$ cat config.mk
export PLATFORM = sky130hd
export DESIGN_NAME = smc_seq_ctrl_flat
export DESIGN_NICKNAME = d
export VERILOG_FILES = /design/src/rtl/smc_seq_ctrl_if.sv /design/src/rtl/smc_seq_ctrl.sv /design/src/flat_wrapper.sv
export SDC_FILE = /design/constraint.sdc
export NUM_CORES = 1
export LEC_CHECK = 0
export CAP_MARGIN = 20
export CORE_ASPECT_RATIO = 0.5
export CORE_MARGIN = 2
export CORE_UTILIZATION = 60
export DETAILED_ROUTE_END_ITERATION = 8
export HOLD_SLACK_MARGIN = 0.05
export PLACE_DENSITY = 0.76
export SLEW_MARGIN = 20
export SYNTH_ARGS = -nofsm -noshare
export SYNTH_HDL_FRONTEND = slang
export SYNTH_SLANG_ARGS = --single-unit
export TNS_END_PERCENT = 100
$ cat constraint.sdc
create_clock -name clk -period 13.45 [get_ports clk]
set_clock_uncertainty 0.15 [all_clocks]
set_input_delay 1.345 -clock clk [delete_from_list [all_inputs] [get_ports clk]]
set_output_delay 1.345 -clock clk [all_outputs]
set_load 0.1 [all_outputs]
$ cat src/rtl/smc_seq_ctrl_if.sv
`default_nettype none
// +----------------------------------------------------------------------------+
// | Module   : smc_seq_ctrl_if                                                 |
// | Brief    : Beat handshake and result bus for the sequential ID/gm ctrl.    |
// | Revision : 1.0                                                             |
// +----------------------------------------------------------------------------+
interface smc_seq_ctrl_if;
    logic       in_valid;
    logic       in_ready;
    logic [1:0] mode;
    logic [2:0] W;
    logic [2:0] V_GS;
    logic [2:0] V_DS;
    logic       out_valid;
    logic [9:0] out_n;

    modport master (
        output in_valid, mode, W, V_GS, V_DS,
        input  in_ready, out_valid, out_n
    );

    modport slave (
        input  in_valid, mode, W, V_GS, V_DS,
        output in_ready, out_valid, out_n
    );
endinterface
`default_nettype wire

$ cat src/rtl/smc_seq_ctrl.sv
`default_nettype none
// +----------------------------------------------------------------------------+
// | Module   : smc_seq_ctrl                                                    |
// | Brief    : Time-shared ID/gm calculator with insertion sort and top/bottom |
// |            3 reduction over a serially delivered six-transistor frame.     |
// |            Optional: SMC_GAP_TIMEOUT_EN drops a frame after 8 idle cycles. |
// | Revision : 1.0                                                             |
// +----------------------------------------------------------------------------+
module smc_seq_ctrl (
    input  wire logic     clk,
    input  wire logic     rst,
    smc_seq_ctrl_if.slave bus
);
    localparam logic [1:0] c_ST_IDLE = 2'd0;
    localparam logic [1:0] c_ST_LOAD = 2'd1;
    localparam logic [1:0] c_ST_SUM  = 2'd2;
    localparam logic [1:0] c_ST_OUT  = 2'd3;

    logic [1:0] r_state;
    logic [1:0] w_state_nxt;
    logic [2:0] r_cnt;
    logic [2:0] w_cnt_nxt;
    logic [1:0] r_mode;
    logic [7:0] r_n [6];
    logic [9:0] r_out_n;
`ifdef SMC_GAP_TIMEOUT_EN
    logic [2:0] r_gap;
    logic [2:0] w_gap_nxt;
`endif

    logic       w_in_ready;
    logic       w_accept;
    logic [9:0] w_ov;
    logic [9:0] w_vds;
    logic [9:0] w_w;
    logic       w_triode;
    logic [9:0] w_id_num;
    logic [9:0] w_gm_num;
    logic [7:0] w_id;
    logic [7:0] w_gm;
    logic       w_sel_id;
    logic [7:0] w_val;
    logic [5:0] w_ge;
    logic [7:0] w_n_ins [6];
    logic [9:0] w_n10 [6];
    logic [9:0] w_sum;

    assign w_in_ready = (r_state == c_ST_IDLE) || (r_state == c_ST_LOAD);
    assign w_accept   = bus.in_valid && w_in_ready;

    assign bus.in_ready  = w_in_ready;
    assign bus.out_valid = (r_state == c_ST_OUT);
    assign bus.out_n     = r_out_n;

    // Overdrive saturates at zero so V_GS=0 behaves like V_GS=1.
    always_comb begin
        w_ov     = (bus.V_GS == 3'd0) ? 10'd0 : {7'd0, bus.V_GS - 3'd1};
        w_vds    = {7'd0, bus.V_DS};
        w_w      = {7'd0, bus.W};
        w_triode = (w_ov > w_vds);
        if (w_triode) begin
            w_id_num = w_w * ((10'd2 * w_ov * w_vds) - (w_vds * w_vds));
            w_gm_num = 10'd2 * w_w * w_vds;
        end else begin
            w_id_num = w_w * w_ov * w_ov;
            w_gm_num = 10'd2 * w_w * w_ov;
        end
        w_id = 8'(w_id_num / 10'd3);
        w_gm = 8'(w_gm_num / 10'd3);
    end

    // The frame's mode is not latched yet on its first beat, so use the live input.
    assign w_sel_id = (r_state == c_ST_IDLE) ? bus.mode[0] : r_mode[0];
    assign w_val    = w_sel_id ? w_id : w_gm;

    always_comb begin
        for (int i = 0; i < 6; i++) begin
            w_ge[i] = (3'(i) < r_cnt) && (r_n[i] >= w_val);
        end
    end

    // Entries >= new value stay, the slot after them takes it, the rest shift down.
    always_comb begin
        w_n_ins[0] = w_ge[0] ? r_n[0] : w_val;
        for (int i = 1; i < 6; i++) begin
            if (w_ge[i]) begin
                w_n_ins[i] = r_n[i];
            end else if (w_ge[i-1]) begin
                w_n_ins[i] = w_val;
            end else begin
                w_n_ins[i] = r_n[i-1];
            end
        end
    end

    always_comb begin
        for (int i = 0; i < 6; i++) begin
            w_n10[i] = {2'd0, r_n[i]};
        end
        case (r_mode)
            2'b00:   w_sum = w_n10[3] + w_n10[4] + w_n10[5];
            2'b01:   w_sum = (10'd3 * w_n10[3]) + (10'd4 * w_n10[4]) + (10'd5 * w_n10[5]);
            2'b10:   w_sum = w_n10[0] + w_n10[1] + w_n10[2];
            default: w_sum = (10'd3 * w_n10[0]) + (10'd4 * w_n10[1]) + (10'd5 * w_n10[2]);
        endcase
    end

    always_ff @(posedge clk) begin
        if (rst) begin
            r_state <= c_ST_IDLE;
            r_cnt   <= 3'd0;
        end else begin
            r_state <= w_state_nxt;
            r_cnt   <= w_cnt_nxt;
        end
    end

    always_comb begin
        w_state_nxt = r_state;
        w_cnt_nxt   = r_cnt;
`ifdef SMC_GAP_TIMEOUT_EN
        w_gap_nxt   = 3'd0;
`endif
        case (r_state)
            c_ST_IDLE: begin
                w_cnt_nxt = 3'd0;
                if (w_accept) begin
                    w_state_nxt = c_ST_LOAD;
                    w_cnt_nxt   = 3'd1;
                end
            end
            c_ST_LOAD: begin
                if (w_accept) begin
                    if (r_cnt == 3'd5) begin
                        w_state_nxt = c_ST_SUM;
                        w_cnt_nxt   = 3'd0;
                    end else begin
                        w_cnt_nxt = r_cnt + 3'd1;
                    end
                end
`ifdef SMC_GAP_TIMEOUT_EN
                else if (r_gap == 3'd7) begin
                    w_state_nxt = c_ST_IDLE;
                    w_cnt_nxt   = 3'd0;
                end else begin
                    w_gap_nxt = r_gap + 3'd1;
                end
`endif
            end
            c_ST_SUM: begin
                w_state_nxt = c_ST_OUT;
            end
            default: begin
                w_state_nxt = c_ST_IDLE;
                w_cnt_nxt   = 3'd0;
            end
        endcase
    end

    always_ff @(posedge clk) begin
        if (rst) begin
            r_mode  <= 2'd0;
            r_out_n <= 10'd0;
`ifdef SMC_GAP_TIMEOUT_EN
            r_gap   <= 3'd0;
`endif
        end else begin
`ifdef SMC_GAP_TIMEOUT_EN
            r_gap <= w_gap_nxt;
`endif
            if ((r_state == c_ST_IDLE) && w_accept) begin
                r_mode <= bus.mode;
            end
            if (r_state == c_ST_SUM) begin
                r_out_n <= w_sum;
            end else if (r_state == c_ST_OUT) begin
                r_out_n <= 10'd0;
            end
        end
    end

    always_ff @(posedge clk) begin
        if (w_accept) begin
            for (int i = 0; i < 6; i++) begin
                r_n[i] <= w_n_ins[i];
            end
        end
    end
endmodule
`default_nettype wire

$ cat src/flat_wrapper.sv
// flat-port wrapper written by rule: the top's interface ports become plain ports
module smc_seq_ctrl_flat 
  (clk, rst, bus_in_valid, bus_mode, bus_W, bus_V_GS, bus_V_DS, bus_in_ready, bus_out_valid, bus_out_n);
  smc_seq_ctrl_if bus_i ();
  input  wire logic clk;
  input  wire logic rst;
  input wire logic [$bits(bus_i.in_valid)-1:0] bus_in_valid;
  input wire logic [$bits(bus_i.mode)-1:0] bus_mode;
  input wire logic [$bits(bus_i.W)-1:0] bus_W;
  input wire logic [$bits(bus_i.V_GS)-1:0] bus_V_GS;
  input wire logic [$bits(bus_i.V_DS)-1:0] bus_V_DS;
  output wire logic [$bits(bus_i.in_ready)-1:0] bus_in_ready;
  output wire logic [$bits(bus_i.out_valid)-1:0] bus_out_valid;
  output wire logic [$bits(bus_i.out_n)-1:0] bus_out_n;
  assign bus_i.in_valid = bus_in_valid;
  assign bus_i.mode = bus_mode;
  assign bus_i.W = bus_W;
  assign bus_i.V_GS = bus_V_GS;
  assign bus_i.V_DS = bus_V_DS;
  assign bus_in_ready = bus_i.in_ready;
  assign bus_out_valid = bus_i.out_valid;
  assign bus_out_n = bus_i.out_n;
  smc_seq_ctrl u_core (.clk(clk), .rst(rst), .bus(bus_i));
endmodule
==> flow_summary.yaml <==
critical_path:
  cpMostUsedCell: "ha_1"
  r2r-start: "u_core.r_state[0]$_SDFFE_PP0P_"
  end_kind: "flop"
  reg2regPathDepth: 31
  cp_max_fo: 14
  start_kind: "primary input"
  criticalPathCategory: "in2reg"
  critPathArrivalTime_ps: 12560
  required_ps: 13290
  r2r_end: "u_core.r_n[4][5]$_DFFE_PP_"
  slowest_stage: "fa_1"
  startpoint: "bus_V_GS[0]"
  endpoint: "u_core.r_n[4][5]$_DFFE_PP_"
  cpPeakStageDelay_ps: 570
  rrSetupSlack_ps: 5560
synthesis:
  synthMuxAreaShare_pct: 5.57
  synth-simple-area-share_pct: 14.4
  syn_avg_cell_area_sq_um: 8.79
  ys.warnings.count: 0
  syn_nets: 1452
  syn_area_sq_um: 10600
  synthXorXnorAreaFrac_pct: 5.55
  synth-adder-area-share_pct: 32.6
  synth_compound_area_share_pct: 18.0
  ys_seq_elements: 65
  synth_top_family_by_area: "adder cells"
  yosys-top-cells-area: "ha_1, edfxtp_1, fa_1, a21oi_1, inv_1"
  ys_async_sr_fraction_pct: 0
  synth_area_leader_cell: "ha_1"
  synth_edf_count: 48
  synth_cell_types: 83
  ys_seq_area_share_pct: 16.9
  syn_inst: 1201
  ys.flop_type: "edfxtp_1"
  synth_top_area_share_pct: 20.6
finish:
  final_layout_size_suffix_gt1_share_pct: 7.34
  mostFrequentLayoutCells: "ha_1, inv_1, a21oi_1"
  multi_input_area_sq_um: 8070
  layout.area.seq_sq_um: 1780
  nets: 1459
  num-fill-cells: 1387
  syn2layout_area_growth_pct: 7.77
  final_common_cell: "ha_1"
  diodes: 0
clocking:
  clk_pin_slew_ps: 50
  numClockSinks: 65
  clock_latency_ps: 340
  clockBufferDepth: 2
  htreeDepth: 3
  cts_root_buf: "clkbuf_16"
  tritoncts: "built"
  numCtsBuffers: 9
timing:
  max_freq_mhz: 78.6
  finalSetupViolCount: 0
  fin_crit_ps: 12720
  rsz0062_at_grt: "yes"
  post-route-period-util_pct: 94.5
  slew_headroom_pct: 32.8
  hold_viol: 0
  slew_viol_final: 0
  fin_ws_ps: 734
  worstMarginPinSlew_ps: 1000
detailed_routing:
  drt_iter0_drc: 768
  wl_um: 26400
  vias: 8825
  vias_per_cell: 6.10
  ant_nets: 0
  dr.pass1.iters: 6
  routedWlPerCell_um: 18.2
  post-route-drc-count: 0
global_route:
  grt_antenna_before_repair: 0
  overflow: 0
  grt_pass1_wl_um: 43900
  grt_max_degree: 24
  grt_pass1_vias: 9006
  grt_usage_pct: 29.3
floorplan:
  die_w_um: 192
  die_h_um: 97.8
  start_util_pct: 61.0
  rows: 34
  io_pins: 26
  core_sq_um: 17300
  dieArea_sq_um: 18700
worst_hold_path:
  hold_start: "u_core.bus.out_n[8]$_SDFFE_PP0P_"
  hp-class: "reg2reg"
place:
  dp_hpwl_um: 20800
  place_congestion: 0.903
  portBuffers: 25
  place_ws_ps: 180
status:
  outcome: "complete, no violations"
flow_run:
  max_cap_violations: 0
-- critical path: cells and delay by family --
| kind | cells | cell delay [ps] |
|---|---|---|
| AO/OA/AOI/OAI | 17 | 3680 |
| adder cells (fa/ha/maj) | 10 | 3380 |
| AND/OR/NAND/NOR | 16 | 3110 |
| buffers and inverters | 5 | 820 |
| XOR/XNOR | 1 | 210 |
-- synth_stat cells, types with 3 or more instances --
cell type and number:
ha_1 174, inv_1 146, a21oi_1 119, nand2_1 91, nor2_1 89, fa_1 63
xnor2_1 54, edfxtp_1 48, o21ai_0 35, clkbuf_1 27, nand2b_1 23, a21o_1 22
o21bai_1 22, nor2b_1 20, nor3_1 19, and2_1 18, mux2i_1 18, dfxtp_1 17
nand3_1 17, a211oi_1 12, o31ai_1 11, xor2_1 11, mux2_2 10, nor3b_1 10
buf_2 8, mux4_2 8, mux2_4 6, o211ai_1 6, nand4_1 5, nor4_1 5
a211o_1 4, buf_4 4, o21ai_1 4, a2111oi_0 3, a211oi_2 3, a31oi_1 3
and3_1 3
-- layout make-up --
cell class | instances | area share [%]
multi-input combinational | 948 | 70.9
sequential | 65 | 15.7
inverter | 146 | 4.82
timing repair buffer | 38 | 3.06
tap | 234 | 2.57
clock buffer | 10 | 2.01
clock inverter | 6 | 0.935
-- state kept, by name (all words and copies together) (netlist names) --
register,count
u_core.r_n,48
u_core.r_mode,2
u_core.bus.out_n,10
u_core.r_state,2
u_core.r_cnt,3
-- how the worst min path moves through the flow --
stage / to / slack, ps / cells past startpoint
finish: u_core.bus.out_n[8]$_SDFFE_PP0P_ / 380 / 2
global route: u_core.bus.out_n[8]$_SDFFE_PP0P_ / 410 / 2
CTS: u_core.bus.out_n[8]$_SDFFE_PP0P_ / 390 / 2
detailed placement: u_core.bus.out_n[8]$_SDFFE_PP0P_ / 380 / 2
global placement: u_core.r_state[0]$_SDFFE_PP0P_ / 370 / 2
floorplan: u_core.r_state[0]$_SDFFE_PP0P_ / 360 / 2
-- metrics by stage --
stage               hold WS, ps  utilization (%)  instances  instance area (sq um)  setup TNS, ps
finish                      381             65.7       1447                  11400              0
floorplan                   360                -       1201                  10600              0
global route                405             65.7       1447                  11400           -732
CTS                         390             65.5       1447                  11300              0
detailed placement          380             63.5       1431                  11000              0
global placement            372             63.5       1431                  11000              0
-- logic make-up (layout without fill, tap and decap cells) --
logic type	count (synthesis)	in the layout
AO/OA/AOI/OAI	286	286
XOR/XNOR	66	66
adder cells (fa/ha/maj)	237	237
buffers and inverters	188	200
flip-flops	65	65
multiplexers	44	44
AND/OR/NAND/NOR	315	315
-- metal layers --
layer | wire length, um | GRT usage [%] | share of wire, % | vias up
li1 | - | - | - | 4200
met1 | 11500 | 38.2 | 44 | 4261
met2 | 12800 | 50.8 | 48 | 308
met3 | 1440 | 3.45 | 5.5 | 56
met4 | 651 | 9.53 | 2.5 | 0
met5 | 0 | 0 | 0 | -
-- timing repair --
item                       4_1_cts  5_1_grt
gates resized for setup          0       11
hold buffers                     0        0
setup endpoints to repair        0       88
setup buffers                    0        0
Power is left out: the tool's default activity adds up to more than one toggle a clock period on the data nets, which glitch-free logic cannot reach.
